[config.mk]
export PLATFORM = sky130hd
export DESIGN_NAME = byte_enable_reg_bank
export DESIGN_NICKNAME = d
export VERILOG_FILES = /design/src/rtl/byte_enable_reg_bank_pkg.sv /design/src/rtl/byte_lane_merge.sv /design/src/rtl/byte_enable_reg_bank.sv
export SDC_FILE = /design/constraint.sdc
export NUM_CORES = 1
export LEC_CHECK = 0
export CAP_MARGIN = 20
export CORE_AREA = 2 2 95 166
export CTS_CLUSTER_SIZE = 8
export DETAILED_ROUTE_END_ITERATION = 10
export DIE_AREA = 0 0 97 168
export PLACE_DENSITY = 0.65
export REMOVE_ABC_BUFFERS = 1
export SYNTH_ARGS = -nofsm -noshare
export SYNTH_HDL_FRONTEND = slang
export SYNTH_HIERARCHICAL = 1
export SYNTH_SLANG_ARGS = --single-unit
[constraint.sdc]
create_clock -name clk -period 2.1 [get_ports clk]
set_clock_uncertainty 0.2 [all_clocks]
set_input_delay 0.315 -clock clk [delete_from_list [all_inputs] [get_ports clk]]
set_output_delay 0.315 -clock clk [all_outputs]
set_load 0.01 [all_outputs]
[src/rtl/byte_enable_reg_bank_pkg.sv]
// Shared types and helpers for the byte-enabled register bank.
package byte_enable_reg_bank_pkg;

  localparam int unsigned BYTE_W = 8;

  typedef enum logic {
    IDLE  = 1'b0,
    CLEAR = 1'b1
  } state_t;

  // Number of byte lanes in a word of the given width.
  function automatic int unsigned nb(input int unsigned data_w);
    return data_w / BYTE_W;
  endfunction

endpackage

[src/rtl/byte_lane_merge.sv]
// Combinational byte-lane merge: lanes with byteena set take new_data,
// the rest keep old_word.
module byte_lane_merge
  import byte_enable_reg_bank_pkg::*;
#(
  parameter  int unsigned DATA_W = 16,
  localparam int unsigned NB     = nb(DATA_W)
) (
  input  logic [DATA_W-1:0] old_word,
  input  logic [DATA_W-1:0] new_data,
  input  logic [NB-1:0]     byteena,
  output logic [DATA_W-1:0] merged
);

  // Select each lane independently from old or new data.
  always_comb begin
    merged = old_word;
    for (int unsigned i = 0; i < NB; i++) begin
      if (byteena[i]) begin
        merged[i*BYTE_W +: BYTE_W] = new_data[i*BYTE_W +: BYTE_W];
      end
    end
  end

endmodule

[src/rtl/byte_enable_reg_bank.sv]
// Bank of DEPTH byte-enabled registers with ready/valid write port,
// registered write-first read port, per-word dirty flags and a soft-clear sweep.
module byte_enable_reg_bank
  import byte_enable_reg_bank_pkg::*;
#(
  parameter  int unsigned DATA_W = 16,
  parameter  int unsigned DEPTH  = 4,
  localparam int unsigned NB     = nb(DATA_W),
  localparam int unsigned ADDR_W = $clog2(DEPTH)
) (
  input  logic              clk,
  input  logic              resetn,
  input  logic              wr_valid,
  output logic              wr_ready,
  input  logic [ADDR_W-1:0] wr_addr,
  input  logic [NB-1:0]     wr_byteena,
  input  logic [DATA_W-1:0] wr_data,
  input  logic              rd_en,
  input  logic [ADDR_W-1:0] rd_addr,
  output logic [DATA_W-1:0] rd_data,
  output logic              rd_valid,
  input  logic              clr_req,
  output logic              clr_busy,
  output logic [DEPTH-1:0]  dirty
);

  localparam logic [ADDR_W-1:0] LAST = ADDR_W'(DEPTH - 1);

  state_t            state_q;
  state_t            state_d;
  logic [ADDR_W-1:0] cnt_q;
  logic [DATA_W-1:0] mem [DEPTH];

  logic              wr_fire;
  logic              rd_hit;
  logic [DATA_W-1:0] wr_merged;
  logic [DATA_W-1:0] rd_merged;
  logic [DATA_W-1:0] rd_next;

  assign wr_fire = wr_valid && wr_ready;
  assign rd_hit  = wr_fire && (wr_addr == rd_addr);

  // State register.
  always_ff @(posedge clk or negedge resetn) begin
    if (!resetn) state_q <= IDLE;
    else         state_q <= state_d;
  end

  // Next-state logic: IDLE -> CLEAR on request, CLEAR -> IDLE after the last word.
  always_comb begin
    state_d = state_q;
    case (state_q)
      IDLE:    if (clr_req)        state_d = CLEAR;
      CLEAR:   if (cnt_q == LAST)  state_d = IDLE;
      default:                     state_d = IDLE;
    endcase
  end

  // State-decoded outputs.
  always_comb begin
    wr_ready = 1'b0;
    clr_busy = 1'b0;
    case (state_q)
      IDLE:    wr_ready = 1'b1;
      CLEAR:   clr_busy = 1'b1;
      default: wr_ready = 1'b0;
    endcase
  end

  // Sweep counter: loaded on request, walks every word while clearing.
  always_ff @(posedge clk or negedge resetn) begin
    if (!resetn)                          cnt_q <= '0;
    else if (state_q == IDLE && clr_req)  cnt_q <= '0;
    else if (state_q == CLEAR)            cnt_q <= cnt_q + 1'b1;
  end

  byte_lane_merge #(.DATA_W(DATA_W)) u_wr_merge (
    .old_word (mem[wr_addr]),
    .new_data (wr_data),
    .byteena  (wr_byteena),
    .merged   (wr_merged)
  );

  byte_lane_merge #(.DATA_W(DATA_W)) u_rd_merge (
    .old_word (mem[rd_addr]),
    .new_data (wr_data),
    .byteena  (rd_hit ? wr_byteena : '0),
    .merged   (rd_merged)
  );

  // Bus writes and sweep writes never coincide: wr_ready is low in CLEAR.
  assign rd_next = (clr_busy && (cnt_q == rd_addr)) ? '0 : rd_merged;

  // Storage and dirty flags.
  always_ff @(posedge clk or negedge resetn) begin
    if (!resetn) begin
      mem   <= '{default: '0};
      dirty <= '0;
    end else begin
      if (wr_fire && (|wr_byteena)) begin
        mem[wr_addr]   <= wr_merged;
        dirty[wr_addr] <= 1'b1;
      end
      if (clr_busy) begin
        mem[cnt_q]   <= '0;
        dirty[cnt_q] <= 1'b0;
      end
    end
  end

  // Registered read port returning the post-write word.
  always_ff @(posedge clk or negedge resetn) begin
    if (!resetn) begin
      rd_data  <= '0;
      rd_valid <= 1'b0;
    end else begin
      rd_valid <= rd_en;
      if (rd_en) rd_data <= rd_next;
    end
  end

endmodule
==> results_dict.tcl <==
set metrics [dict create \
    cp.arrival_ps 2060 \
    wl_um 15400 \
    dr.pass1.iters 5 \
    fin_crit_ps 2050 \
    seqPwrFrac 0.392 \
    hpwl_um 10000 \
    relSlewSlack 0.695 \
    cts_tree "built" \
    ys_warn_count 6 \
    yosys.area.top_type "dfrtp_1" \
    fin_ws_ps 50.8 \
    grt_pass1_vias 4371 \
    cell_internal_pwr_mw 3.78 \
    syn_area_um2 5140 \
    antenna_cells 0 \
    dieArea_um2 16300 \
    final_util 0.424 \
    grt_max_degree 44 \
    synthCells 465 \
    combPwrFrac 0.337 \
    hp-class "input pin to asynchronous set/reset pin" \
    drc_errors 0 \
    gp_congestion 0.849 \
    worstReg2RegStart "state_q$_DFF_PN0_" \
    maxCapViolations 0 \
    synth-edff-count 0 \
    cts_buffers 9 \
    cp.required_ps 2110 \
    cts_sinks 88 \
    rsz0062_at_grt "no" \
    track_usage 0.186 \
    synth_commonest_cells "dfrtp_1 (88), nand2_1 (70), nand4_1 (64)" \
    power_frac_clock 0.272 \
    syn_area_per_cell_um2 11.1 \
    fin_crit_sh 0.976 \
    antenna_left 0 \
    async_flop_share 1.00 \
    finalInstanceArea_um2 6400 \
    num_vias 4161 \
    p_leak_nw 2.78 \
    netSwitchingFraction 0.344 \
    grt_pass1_wl_um 23700 \
    seq_area_frac_synth 0.428 \
    hold_viol 0 \
    clock_path_buffers 2 \
    status "finished clean" \
    crit_path_end_kind "flip-flop" \
    dp_slack_ps -326 \
    synth.area.top_cells "dfrtp_1 (43%), mux4_2 (14%), mux2_4 (9.3%)" \
    synth_top_area_share 0.428 \
    p_total_mw 5.77 \
    setup_viol_count_final 0 \
    syn2layout_area_growth_pct 24.5 \
    num-fill-cells 1343 \
    reg2regPathDepth 7 \
    cts-root-buf "clkbuf_16" \
    maxSlewViolCount 0 \
    cts.clk_slew.worst_paths_ps 70 \
    p_switching_mw 1.99 \
    nNetsFinal 556 \
    path_max_fanout 9 \
    synth_seq_cells 88 \
    reg2reg_slack_ps 200 \
    p_per_area_nw_per_um2 901 \
    port_buffers 49 \
    viasPerCell 5.81 \
    synth_ff_type "dfrtp_1" \
    fmax_mhz 488 \
    die_h_um 168 \
    clkLatencyLatePin_ps 350 \
    ys_types 28 \
    die_w_um 97 \
    worst_slew_pin_slew_ps 457 \
    vdd.ir_drop.worst_v 0.000391 \
    wl_per_cell_um 21.5 \
    criticalPathCategory "input pin to flip-flop" \
    drt_iter0_markers 428 \
    place_area_um2 6020 \
    reg2reg_to "rd_data[14]$_DFFE_PN0P_" \
    cp-start-kind "input pin" \
    coreArea_um2 15100 \
    drive_gt1_frac 0.257 \
    pin_count 50 \
    grt_overflow 0 \
    antenna_found_initial 0 \
    rows 60 \
    htreeDepth 3 \
    start_util 0.341 \
    yosysMostFrequentCell "dfrtp_1" \
]
[metal layers]
layer  wire length (um)  vias to the layer above  track usage
met5                  0                        -            0
met4                821                        0        0.115
met3                933                       56       0.0303
met2               8350                      198        0.332
met1               5300                     2076        0.205
li1                   -                     1831            -
[flip-flops by register name (all words and copies together), names as in the netlist]
name      cells
cnt_q         2
dirty         4
mem          64
rd_data      16
rd_valid      1
state_q       1
[power by group through the flow]
stage | Sequential, mW | Combinational, mW | Clock, mW
3_5_place_dp | 2.29 | 1.91 | 0
4_1_cts | 2.26 | 1.91 | 1.59
2_1_floorplan | 2.27 | 0.960 | 0
5_1_grt | 2.31 | 2.08 | 1.66
3_3_place_gp | 2.26 | 1.85 | 0
6_report | 2.26 | 1.94 | 1.57
[metrics by stage]
step / std cells / setup TNS (ps) / hold slack (ps)
2_1_floorplan: 416 / -150540 / -181
3_3_place_gp: 695 / -21350 / 66.5
3_5_place_dp: 695 / -23540 / 78.3
4_1_cts: 712 / 0 / 249
5_1_grt: 716 / 0 / 288
6_report: 716 / 0 / 241
[worst max-delay path, cell delays in order]
cell and delay, ps:
clkdlybuf4s50_1 520, buf_6 190, buf_4 220, mux4_2 310, mux2_4 310, nand4_1 80
o21ai_0 110
[logic make-up after synthesis]
group                    synth area share
multiplexers                        0.267
AO/OA/AOI/OAI                      0.0706
XOR/XNOR                          0.00682
flip-flops                          0.428
AND/OR/NAND/NOR                     0.160
buffers and inverters              0.0577
adder cells (fa/ha/maj)           0.00974
[cell usage in the layout (no fill, tap or decap), types with 5 or more instances in the layout]
master           synthesis  layout
and3_1                   5       5
buf_12                   0       8
buf_4                    3      37
clkbuf_16                0      11
clkdlybuf4s50_1          0      45
dfrtp_1                 88      88
mux2_4                  32      32
mux2i_1                 17      17
mux4_2                  32      32
nand2_1                 70      70
nand4_1                 64      64
nor2_1                  16      16
o21ai_0                 22      22
o21ai_1                 43      43
[layout make-up]
cell class,count,area (um^2),share of cell area
multi-input cells,324,2650,0.414
flip-flops and latches,88,2200,0.344
repair buffers,98,1000,0.157
clock buffers,11,253,0.0395
well taps,186,233,0.0364
clock inverters,5,41.3,0.00645
inverters,4,15.0,0.00235
[worst max-delay path by stage]
stage               cells past startpoint               from                      to
floorplan                               6  state_q$_DFF_PN0_  rd_data[0]$_DFFE_PN0P_
global placement                        6         rd_addr[0]  rd_data[8]$_DFFE_PN0P_
detailed placement                      6         wr_addr[0]       mem[18]$_DFF_PN0_
CTS                                     6         wr_addr[0]       mem[18]$_DFF_PN0_
global route                            7         wr_addr[1]       mem[38]$_DFF_PN0_
finish                                  7         wr_addr[1]       mem[18]$_DFF_PN0_
[repair_timing]
action,4_1_cts,5_1_grt
resized for setup,1,6
cloned,0,2
endpoints found under the setup margin,1,26
setup buffers,0,2
endpoints found under the hold margin,28,0
hold buffers,1,0
No activity file was read; power rests on OpenSTA's default activity.
